==> src/rtl/pid_sys_bus_regs.sv <==
// Register bank for the MIMO PID block: system-bus responder holding set
// point and Kp/Ki/Kd for four sections plus the integrator-reset word.
// Writes commit one cycle after the request; the ack follows ACK_DLY cycles
// after the request and further requests are ignored until it has gone out.
module pid_sys_bus_regs #(
  parameter int DW      = 14,
  parameter int KW      = 14,
  parameter int ACK_DLY = 1
) (
  input  logic            sys_clk_i,
  input  logic            sys_rst_i,
  input  logic [31:0]     sys_addr_i,
  input  logic [31:0]     sys_wdata_i,
  input  logic [3:0]      sys_sel_i,
  input  logic            sys_wen_i,
  input  logic            sys_ren_i,
  output logic [31:0]     sys_rdata_o,
  output logic            sys_err_o,
  output logic            sys_ack_o,
  output logic [4*DW-1:0] set_o,
  output logic [4*KW-1:0] kp_o,
  output logic [4*KW-1:0] ki_o,
  output logic [4*KW-1:0] kd_o,
  output logic [3:0]      irst_o,
  output logic [3:0]      upd_o
);

  typedef enum logic {S_IDLE, S_WAIT} state_t;

  state_t state_q, state_d;
  logic [1:0]  cnt_q, cnt_d;
  logic        first_q, first_d;   // high in the cycle after acceptance: commit slot
  logic        lat_en;
  logic        ack_d;

  logic [19:0] addr_q;
  logic [31:0] wdata_q;
  logic [3:0]  sel_q;
  logic        wr_q;

  logic        ack_q, err_q;
  logic [31:0] rdata_q;
  logic [3:0]  upd_q;
  logic [3:0]  irst_q;

  logic signed [DW-1:0] set_q [4];
  logic signed [KW-1:0] kp_q  [4];
  logic signed [KW-1:0] ki_q  [4];
  logic signed [KW-1:0] kd_q  [4];

  // Address decode on the latched request
  logic [19:0] rel;
  logic        cfg_hit, sec_hit, hit, commit;
  logic [1:0]  sec, fld;
  logic [31:0] rd_val, wr_val, mask;

  assign rel     = addr_q - 20'h10;
  assign cfg_hit = (addr_q == 20'h0);
  assign sec_hit = (addr_q[1:0] == 2'b00) && (addr_q >= 20'h10) && (addr_q <= 20'h4C);
  assign hit     = cfg_hit | sec_hit;
  assign sec     = rel[5:4];
  assign fld     = rel[3:2];
  assign commit  = first_q & wr_q & hit;

  for (genvar gi = 0; gi < 4; gi++) begin : g_mask
    assign mask[8*gi +: 8] = {8{sel_q[gi]}};
  end

  // Sign-extended view of the addressed register; also the base for byte merges
  always_comb begin
    rd_val = '0;
    if (cfg_hit) begin
      rd_val = {28'h0, irst_q};
    end else if (sec_hit) begin
      case (fld)
        2'd0:    rd_val = 32'(set_q[sec]);
        2'd1:    rd_val = 32'(kp_q[sec]);
        2'd2:    rd_val = 32'(ki_q[sec]);
        default: rd_val = 32'(kd_q[sec]);
      endcase
    end
  end

  assign wr_val = (rd_val & ~mask) | (wdata_q & mask);

  // Response FSM next state: accept in IDLE, count down in WAIT, ack at zero
  always_comb begin
    state_d = state_q;
    cnt_d   = cnt_q;
    first_d = 1'b0;
    lat_en  = 1'b0;
    ack_d   = 1'b0;
    case (state_q)
      S_IDLE: begin
        if (sys_wen_i | sys_ren_i) begin
          state_d = S_WAIT;
          cnt_d   = 2'(ACK_DLY - 1);
          first_d = 1'b1;
          lat_en  = 1'b1;
        end
      end
      S_WAIT: begin
        if (cnt_q == 2'd0) begin
          state_d = S_IDLE;
          ack_d   = 1'b1;
        end else begin
          cnt_d = cnt_q - 2'd1;
        end
      end
      default: state_d = S_IDLE;
    endcase
  end

  // FSM state, request latch and registered bus response
  always_ff @(posedge sys_clk_i) begin
    if (sys_rst_i) begin
      state_q <= S_IDLE;
      cnt_q   <= '0;
      first_q <= 1'b0;
      addr_q  <= '0;
      wdata_q <= '0;
      sel_q   <= '0;
      wr_q    <= 1'b0;
      ack_q   <= 1'b0;
      err_q   <= 1'b0;
      rdata_q <= '0;
    end else begin
      state_q <= state_d;
      cnt_q   <= cnt_d;
      first_q <= first_d;
      if (lat_en) begin
        addr_q  <= sys_addr_i[19:0];
        wdata_q <= sys_wdata_i;
        sel_q   <= sys_sel_i;
        wr_q    <= sys_wen_i;
      end
      ack_q   <= ack_d;
      err_q   <= ack_d & ~hit;
      rdata_q <= (ack_d && !wr_q && hit) ? rd_val : 32'h0;
    end
  end

  // Register file update and per-section update strobe
  always_ff @(posedge sys_clk_i) begin
    if (sys_rst_i) begin
      irst_q <= '0;
      upd_q  <= '0;
      for (int n = 0; n < 4; n++) begin
        set_q[n] <= '0;
        kp_q[n]  <= '0;
        ki_q[n]  <= '0;
        kd_q[n]  <= '0;
      end
    end else begin
      upd_q <= '0;
      if (commit) begin
        if (cfg_hit) begin
          irst_q <= wr_val[3:0];
        end else begin
          upd_q[sec] <= 1'b1;
          case (fld)
            2'd0:    set_q[sec] <= wr_val[DW-1:0];
            2'd1:    kp_q[sec]  <= wr_val[KW-1:0];
            2'd2:    ki_q[sec]  <= wr_val[KW-1:0];
            default: kd_q[sec]  <= wr_val[KW-1:0];
          endcase
        end
      end
    end
  end

  for (genvar gi = 0; gi < 4; gi++) begin : g_flat
    assign set_o[gi*DW +: DW] = set_q[gi];
    assign kp_o[gi*KW +: KW]  = kp_q[gi];
    assign ki_o[gi*KW +: KW]  = ki_q[gi];
    assign kd_o[gi*KW +: KW]  = kd_q[gi];
  end

  assign sys_ack_o   = ack_q;
  assign sys_err_o   = err_q;
  assign sys_rdata_o = rdata_q;
  assign irst_o      = irst_q;
  assign upd_o       = upd_q;

  // Address bits above the decoded window and merge bits above the field width
  logic unused_bits;
  assign unused_bits = ^{sys_addr_i[31:20], rel[19:6], rel[1:0], wr_val};

endmodule

==> config.mk <==
export PLATFORM = sky130hd
export DESIGN_NAME = pid_sys_bus_regs
export DESIGN_NICKNAME = d
export VERILOG_FILES = /design/src/rtl/pid_sys_bus_regs.sv
export SDC_FILE = /design/constraint.sdc
export NUM_CORES = 1
export LEC_CHECK = 0
export BUFFER_PORTS_ARGS = -buffer_cell sky130_fd_sc_hd__buf_4
export CORE_MARGIN = 2
export CORE_UTILIZATION = 52
export CTS_CLUSTER_DIAMETER = 60
export DETAILED_ROUTE_END_ITERATION = 8
export HOLD_SLACK_MARGIN = 0.03
export PLACE_DENSITY = 0.8
export SLEW_MARGIN = 10
export SYNTH_ARGS = -nofsm -noshare
export SYNTH_HDL_FRONTEND = slang
export SYNTH_SLANG_ARGS = --single-unit
==> constraint.sdc <==
create_clock -name sys_clk_i -period 5.05 [get_ports sys_clk_i]
set_clock_uncertainty 0.1 [all_clocks]
set_input_delay 0.2525 -clock sys_clk_i [delete_from_list [all_inputs] [get_ports sys_clk_i]]
set_output_delay 0.2525 -clock sys_clk_i [all_outputs]
set_load 0.01 [all_outputs]
==> results of run 1 <==
## final cells by class
class	count	area (sq um)
antenna	1	2.50
clock buffer	42	821
clock inverter	10	101
fill	1583	7320
inverter	7	26.3
multi-input combinational	601	3920
sequential	290	8050
tap	319	399
timing repair buffer	364	2830
## sequential cells by signal, summed over array words and instances, names as in the netlist, 2 cells and up
register and flops:
kd_q 56, cnt_q 2, ki_q 56, sel_q 2, addr_q 20, wdata_q 14
kp_q 56, set_q 56, irst_o 4, sys_rdata_o 15, upd_o 4
## worst max-delay path: cells and delay by family (launching register included)
kind                       cells  cell delay (ns)
DFF                            1             0.33
AOI/OAI and AO/OA              2             1.29
adders and majority gates      1             0.18
and+or+nand+nor                3             1.94
buffers and inverters          1             0.18
## power groups by stage
stage	Sequential, W	Clock [W]	Combinational (W)
floorplan	0.00277	0	0.000321
global placement	0.00276	0	0.000591
detailed placement	0.00277	0	0.000602
CTS	0.00272	0.00211	0.000628
global route	0.00273	0.00220	0.000667
finish	0.00272	0.00210	0.000634
## logic make-up after synthesis
| kind of cell | synth area share [%] |
|---|---|
| fa+ha+maj | 0.705 |
| mux | 10.2 |
| compound gates | 6.11 |
| simple gates | 14.4 |
| flops | 64.8 |
| buf+inv | 3.82 |
## cells in the final DEF, fill, tap and decap left out, drive strengths merged, types with 5 or more instances in the layout
master,count
edfxtp,224
nand4,6
nor2b,5
nor2,239
inv,7
and3,17
o22ai,9
or4b,5
mux4,44
clkbuf,42
nand3,16
clkinv,7
a22oi,30
nand2,98
buf,327
ha,7
mux2i,28
nand2b,15
a21oi,44
dlygate4sd3,37
dfxtp,66
## path summary, 6_finish.rpt
| path | slack [ns] | to | startpoint |
|---|---|---|---|
| max | 0.63 | kp_q[1][4] | addr_q[5] |
| min | 0.13 | irst_o[2] | sys_rst_i |
| max reg2reg | 0.63 | kp_q[1][4] | addr_q[5] |
| min reg2reg | 0.36 | addr_q[9] | addr_q[9] |
## stage by stage
step | area (sq um) | hold slack [ns]
final | 16200 | 0.134
after global routing | 16200 | 0.154
after CTS | 16100 | 0.123
after detailed placement | 14900 | 0.349
after global placement | 14900 | 0.344
after floorplan | 12400 | 0.288
## repair_timing
action | 4_1_cts | 5_1_grt
resized for setup | 0 | 0
hold buffers | 37 | 0
endpoints found under the hold margin | 37 | 0
## layer usage
| layer | routed length [um] | vias to the layer above |
|---|---|---|
| li1 | - | 4162 |
| met2 | 18900 | 770 |
| met1 | 13900 | 4786 |
| met3 | 4680 | 109 |
| met4 | 1790 | 0 |
| met5 | 0 | - |
==> run_results.csv, run 1 <==
group,metric,value,unit
sta,max_slew.worst_pin.slew,1.04,ns
sta,fmax,226,MHz
yosys,synth_edf_count,224,
sta,drv_slew,0,
outcome,outcome,"finished clean",
final_layout,layout.cells.non_filler,1634,
floorplanning,die_area,0.0251,sq mm
global_routing,grt_pass1_wl,56600,um
pwr,power_density,338,mW/mm^2
placed_design,routabilityCongestion,0.899,
global_routing,gr-total-overflow,0,
drt,wl_per_cell,24.0,um
yosys,synthArstFlopShare,0,%
cts,clkTransAtPathRegs,0.06,ns
floorplanning,start_util,52.9,%
job,drv_cap,0,
final_layout,fin_nets,1371,
global_routing,use_met2,49.6,%
yosys,syn-num-nets,1069,
floorplanning,ios,338,
min_path,hold_class,"input pin to flip-flop",
placed_design,io_buffer_count,305,
final_layout,final_core_util,68.8,%
drt,routed_wl,39300,um
floorplanning,die_w,159,um
sta,setup_ws,0.626,ns
global_routing,grt_pass1_vias,9398,
yosys,ys_seq_elements,290,
cts,clk_path_buf_depth,3,
global_routing,grt_antenna_before_repair,1,
worst_setup_path,rr_worst_depth,7,
global_routing,use_met3,6.37,%
cts,clkSinkCount,290,
sta,post-route-period-util,87.6,%
min_path,min_path_cells,2,
cts,htreeDepth,1,
global_routing,grtUsageMet1,40.1,%
cts,cts_tree,"built",
yosys,avgSynthCellArea,12.5,sq um
final_layout,area_growth,30.0,%
yosys,ys_warn_count,0,
pwr,p_seq_share,49.8,%
pwr,switching_share,24.2,%
sta,hold_violations,0,
worst_setup_path,slowest_stage,"a2111oi_4",
worst_setup_path,critPathMaxStageDelay,0.92,ns
cts,root_buffer,"clkbuf_16",
yosys,synth-seq-area-share,64.8,%
worst_setup_path,crit_path_end_kind,"flip-flop",
pwr,power_frac_clock,38.6,%
sta,setup_viol,0,
floorplanning,coreArea,0.0235,sq mm
floorplanning,num_rows,56,
cts,clk_latency,0.54,ns
worst_setup_path,path_cells,"inv_1, ha_1, or4b_1, a211o_1, a2111oi_4, nand3_2, nand2b_1",
yosys,synth_area_leader_cell,"edfxtp_1",
placed_design,place_ws,0.689,ns
global_routing,grt_use_total,30.6,%
global_routing,grt_start_max_net_pins,65,
pwr,total_power,0.00546,W
sta,layout_min_cycle_time,4.42,ns
pwr,leakage,6.21,nW
yosys,yosysMostFrequentCell,"nor2_1",
final_layout,drive_gt1_share,33.3,%
drt,via_count,9827,
sta,rsz0062_at_grt,"no",
drt,detail-route-antenna-nets,0,
placed_design,dp.cells,1544,
pwr,p_comb_share,11.6,%
global_routing,busiest_layer,"met2",
sta,finalSetupTns,0,ns
worst_setup_path,startpoint_type,"flip-flop",
worst_setup_path,cp_max_fo,16,
sta,slew_headroom,30.5,%
pwr,power.internal,0.00414,W
yosys,synth_cell_types,44,
drt,firstDrtPassIters,7,
drt,drc,0,
worst_setup_path,critical_path_required,5.11,ns
drt,vias_per_cell,6.01,
placed_design,post-dp-hpwl,27300,um
drt,dr.first_iter.drc_count,1096,
pwr,netSwitchingPower,0.00132,W
cts,cts_buffers,28,
yosys,synth_area_leaders,"edfxtp_1 54%, dfxtp_1 11%, mux4_2 8.0%, nor2_1 7.2%, nand2_1 3.0%",
yosys,synth_common_cells,"239 x nor2_1, 224 x edfxtp_1, 98 x nand2_1, 66 x dfxtp_1, 46 x clkbuf_1",
yosys,syn_area,0.0124,sq mm
cts,cts_setup_buffers,0,
yosys,ys.flop_type,"edfxtp_1",
worst_setup_path,critPathArrivalTime,4.48,ns
yosys,netlist_instances,990,
worst_setup_path,crit_type,"flip-flop to flip-flop",
pwr,ir_drop,296,uV
yosys,yosysTopAreaCellShare,54.1,%
floorplanning,die_h,159,um
No activity file was read; power rests on OpenSTA's default activity.
==> inputs of run 2 (changes only) <==
- CAP_MARGIN: default -> 20
- PLACE_DENSITY: 0.8 -> 0.86
==> run_results.csv, run 2 (synthesis gave the netlist of run 1 again) <==
group,metric,value,unit
outcome,outcome,"finished clean",
final_layout,fin_nets,1381,
worst_setup_path,reg2reg_setup_slack,1.32,ns
placed_design,routabilityCongestion,0.901,
pwr,total_power,0.00550,W
final_layout,antenna_cells,0,
worst_setup_path,critical_path_required,5.13,ns
floorplanning,ios,338,
sta,setup_viol,0,
worst_setup_path,crit_type,"flip-flop to flip-flop",
global_routing,grt_pass1_vias,9760,
cts,cts_resized,0,
final_layout,final_cell_mix,"333 x buf_4, 238 x nor2_1, 224 x edfxtp_1, 98 x nand2_1, 65 x dfxtp_1",
pwr,ir_drop,304,uV
worst_setup_path,crit_end,"ki_q[0][6]",
placed_design,post-dp-hpwl,27700,um
pwr,power_density,338,mW/mm^2
global_routing,grt_use_total,32.5,%
drt,detail-route-antenna-nets,0,
drt,via_count,10100,
sta,fmax,268,MHz
placed_design,place_ws,1.39,ns
cts,cts_tree,"built",
cts,clkSinkCount,290,
drt,routed_wl,41600,um
sta,layout_min_cycle_time,3.73,ns
sta,whs,0.126,ns
placed_design,io_buffer_count,305,
floorplanning,die_h,159,um
floorplanning,die_area,0.0251,sq mm
final_layout,drive_gt1_share,33.6,%
global_routing,grt_start_max_net_pins,65,
final_layout,seqCellArea,0.00805,sq mm
job,drv_cap,0,
drt,vias_per_cell,6.14,
floorplanning,start_util,52.9,%
floorplanning,die_w,159,um
cts,clkTransAtPathRegs,0.07,ns
cts,cts_buffers,30,
sta,post-route-period-util,73.9,%
cts,clk_path_buf_depth,3,
global_routing,gr-total-overflow,0,
sta,hold_violations,0,
sta,finalSetupTns,0,ns
sta,max_slew.worst_pin.slew,0.899,ns
final_layout,final_core_util,69.3,%
sta,slew_headroom,39.9,%
sta,drv_slew,0,
final_layout,final_common_cell,"buf_4",
worst_setup_path,crit_path_end_kind,"flip-flop",
cts,htreeDepth,1,
final_layout,multi_input_area,0.00392,sq mm
drt,drc,0,
final_layout,area_growth,30.9,%
drt,firstDrtPassIters,6,
worst_setup_path,critPathArrivalTime,3.81,ns
global_routing,grt_antenna_before_repair,0,
pwr,leakage,6.27,nW
worst_setup_path,critPathLaunch,"addr_q[13]",
final_layout,filler_cell_count,1569,
sta,rsz0062_at_grt,"no",
drt,dr.first_iter.drc_count,1133,
cts,clk_latency,0.56,ns
min_path,hold_class,"input pin to flip-flop",
worst_setup_path,startpoint_type,"flip-flop",
worst_setup_path,cp_max_fo,16,
global_routing,grt_pass1_wl,59200,um
floorplanning,coreArea,0.0235,sq mm
worst_setup_path,rr_worst_depth,7,
worst_setup_path,r2r_start,"addr_q[13]",
cts,root_buffer,"clkbuf_16",
sta,setup_ws,1.32,ns
drt,wl_per_cell,25.3,um
worst_setup_path,worst_r2r_endpoint,"ki_q[0][6]",
floorplanning,num_rows,56,
-- run 2: power by group --
part	switching, W	total [W]	leakage, nW	internal (W)
registers	0.0000748	0.00272	2.85	0.00265
clock network	0.000942	0.00213	0.466	0.00118
logic	0.000379	0.000652	2.95	0.000273
-- run 2: how the worst min path moves through the flow --
stage / from / endpoint / slack (ns) / depth (start not counted)
floorplan: sys_addr_i[10] / addr_q[10] / 0.29 / 2
global placement: addr_q[11] / addr_q[11] / 0.34 / 2
detailed placement: wdata_q[7] / wdata_q[7] / 0.35 / 2
CTS: sys_rst_i / irst_o[2] / 0.10 / 2
global route: sys_rst_i / irst_o[2] / 0.15 / 2
finish: sys_rst_i / irst_o[0] / 0.13 / 2
-- run 2: layout make-up --
type / instances / area share [%]
clock buffer: 40 / 5.22
clock inverter: 15 / 0.539
inverter: 7 / 0.162
multi-input combinational: 601 / 24.1
sequential: 290 / 49.5
tap: 319 / 2.45
timing repair buffer: 372 / 18.0
-- run 2: per-stage QoR --
step	instances	cell area, sq um
after global placement	1550	14900
after global routing	1644	16300
final	1644	16300
after CTS	1643	16200
after floorplan	990	12400
after detailed placement	1551	14900
-- run 2: what timing repair did --
item                      in CTS  in global routing
setup buffers                  0                  0
hold endpoints to repair      37                  0
hold buffers                  37                  0
-- run 2: critical path, stage by stage, from the launching register on --
cell and delay [ns]:
dfxtp_1 0.34, nor4_1 0.67, nand4_1 0.53, a2111oi_4 0.42
buf_4 0.28, nand4_1 0.14, buf_4 0.24, nand2b_1 0.64
-- run 2: per-layer routing --
layer  part of all wire, %  vias up  track usage (%)
met5                     0        -                0
met4                   6.1        0             16.7
met3                    12      184             7.19
met2                    48      804             53.0
met1                    34     4915             41.1
li1                      -     4188                -
==> inputs of run 3 (changes only) <==
- clock period: 5.05 -> 3.5 ns (I/O delays scaled with it)
==> run_results.csv, run 3 (synthesis gave the netlist of run 1 again) <==
group,metric,value,unit
outcome,outcome,"finished clean",
final_layout,filler_cell_count,1505,
cts,cts_buffers,29,
worst_setup_path,path_buf_inv,3,
sta,setup_viol,0,
cts,htreeDepth,1,
sta,fmax,313,MHz
final_layout,final_common_cell,"buf_4",
worst_setup_path,cpMostUsedCell,"buf_4",
floorplanning,die_h,159,um
drt,wl_per_cell,24.1,um
floorplanning,coreArea,0.0235,sq mm
worst_setup_path,crit_path_end_kind,"flip-flop",
final_layout,area_growth,32.7,%
worst_setup_path,critical_path_required,3.64,ns
global_routing,grt_antenna_before_repair,1,
cts,cts_tree,"built",
final_layout,final_cell_mix,"358 x buf_4, 238 x nor2_1, 224 x edfxtp_1, 98 x nand2_1, 65 x dfxtp_1",
drt,via_count,10000,
drt,dr.first_iter.drc_count,1215,
sta,max_slew.worst_pin.slew,0.902,ns
floorplanning,die_w,159,um
drt,detail-route-antenna-nets,0,
cts,root_buffer,"clkbuf_16",
sta,drv_slew,0,
cts,cts_setup_buffers,0,
worst_setup_path,path_cells,"inv_1, ha_1, or4b_1, a211o_1, a2111oi_4, buf_4, nand4_1, nand2b_1, buf_4",
pwr,power_density,483,mW/mm^2
global_routing,grt_use_total,31.5,%
sta,slew_headroom,39.7,%
sta,hold_violations,0,
floorplanning,num_rows,56,
worst_setup_path,critPathMaxStageDelay,0.48,ns
worst_setup_path,startpoint_type,"flip-flop",
final_layout,fin_nets,1406,
drt,firstDrtPassIters,5,
min_path,hold_class,"input pin to flip-flop",
floorplanning,start_util,52.9,%
drt,drc,0,
drt,routed_wl,40200,um
placed_design,routabilityCongestion,0.902,
cts,clk_latency,0.56,ns
sta,post-route-period-util,91.2,%
worst_setup_path,slowest_stage,"or4b_1",
final_layout,drive_gt1_share,35.7,%
drt,vias_per_cell,6.00,
placed_design,post-dp-hpwl,27700,um
worst_setup_path,crit_type,"flip-flop to flip-flop",
global_routing,grt_pass1_vias,9785,
pwr,ir_drop,425,uV
floorplanning,die_area,0.0251,sq mm
sta,rsz0062_at_grt,"no",
global_routing,grt_pass1_wl,58200,um
worst_setup_path,cp_max_fo,16,
cts,clkTransAtPathRegs,0.07,ns
cts,clkSinkCount,290,
global_routing,gr-total-overflow,0,
global_routing,grt_start_max_net_pins,65,
placed_design,io_buffer_count,305,
worst_setup_path,critPathTopFamily,"simple AND/OR/NAND/NOR gates",
sta,layout_min_cycle_time,3.19,ns
final_layout,final_core_util,70.3,%
worst_setup_path,critPathArrivalTime,3.33,ns
cts,clk_path_buf_depth,3,
floorplanning,ios,338,
pwr,leakage,6.39,nW
sta,finalSetupTns,0,ns
job,drv_cap,0,
==> run 3: path summary, 6_finish.rpt <==
kind               from         end  slack [ns]  cells after the start
max reg2reg   addr_q[5]  kp_q[0][7]        0.31                      9
min           sys_ren_i  addr_q[19]        0.10                      5
min reg2reg  wdata_q[7]  wdata_q[7]        0.36                      2
max           addr_q[5]  kp_q[0][7]        0.31                      9
==> run 3: tightest hold or removal path, stage by stage <==
cell,delay (ns)
buf_4,0.11
nor2_1,0.15
nor2_2,0.13
nand2_1,0.09
a21oi_1,0.05
==> run 3: repair_timing <==
action,CTS,global route
hold buffers,38,0
hold endpoints to repair,40,0
gates resized for setup,0,0
==> run 3: area by class of cell <==
| type | count | area, sq um | area share [%] |
|---|---|---|---|
| diodes | 1 | 2.50 | 0.0152 |
| clock inverters | 14 | 116 | 0.706 |
| flip-flops and latches | 290 | 8050 | 48.8 |
| repair buffers | 398 | 3110 | 18.8 |
| well taps | 319 | 399 | 2.42 |
| inverters | 7 | 26.3 | 0.159 |
| multi-input cells | 601 | 3960 | 24.0 |
| clock buffers | 36 | 826 | 5.01 |
==> run 3: report_power, final <==
| part | total (W) | leakage (nW) | switching [W] | internal (W) |
|---|---|---|---|---|
| sequential | 0.00392 | 2.85 | 0.0000964 | 0.00382 |
| combinational | 0.000972 | 3.07 | 0.000557 | 0.000415 |
| clock | 0.00307 | 0.469 | 0.00132 | 0.00175 |
==> run 3: routing by layer <==
layer | global-route usage (%) | part of all wire [%] | up-vias
li1 | - | - | 4232
met1 | 39.2 | 34 | 4863
met2 | 52.4 | 49 | 764
met3 | 6.56 | 11 | 142
met4 | 16.2 | 5.5 | 0
met5 | 0 | 0 | -
==> run 3: per-stage QoR <==
step	std cells	instance area, sq um	setup WS (ns)	hold slack [ns]	power, W
global route	1666	16500	0.167	0.173	0.00819
detailed placement	1577	15200	0.349	0.332	0.00490
floorplan	990	12500	0.0104	0.211	0.00447
global placement	1577	15200	0.448	0.332	0.00487
finish	1666	16500	0.308	0.104	0.00796
CTS	1665	16500	0.321	0.0510	0.00795
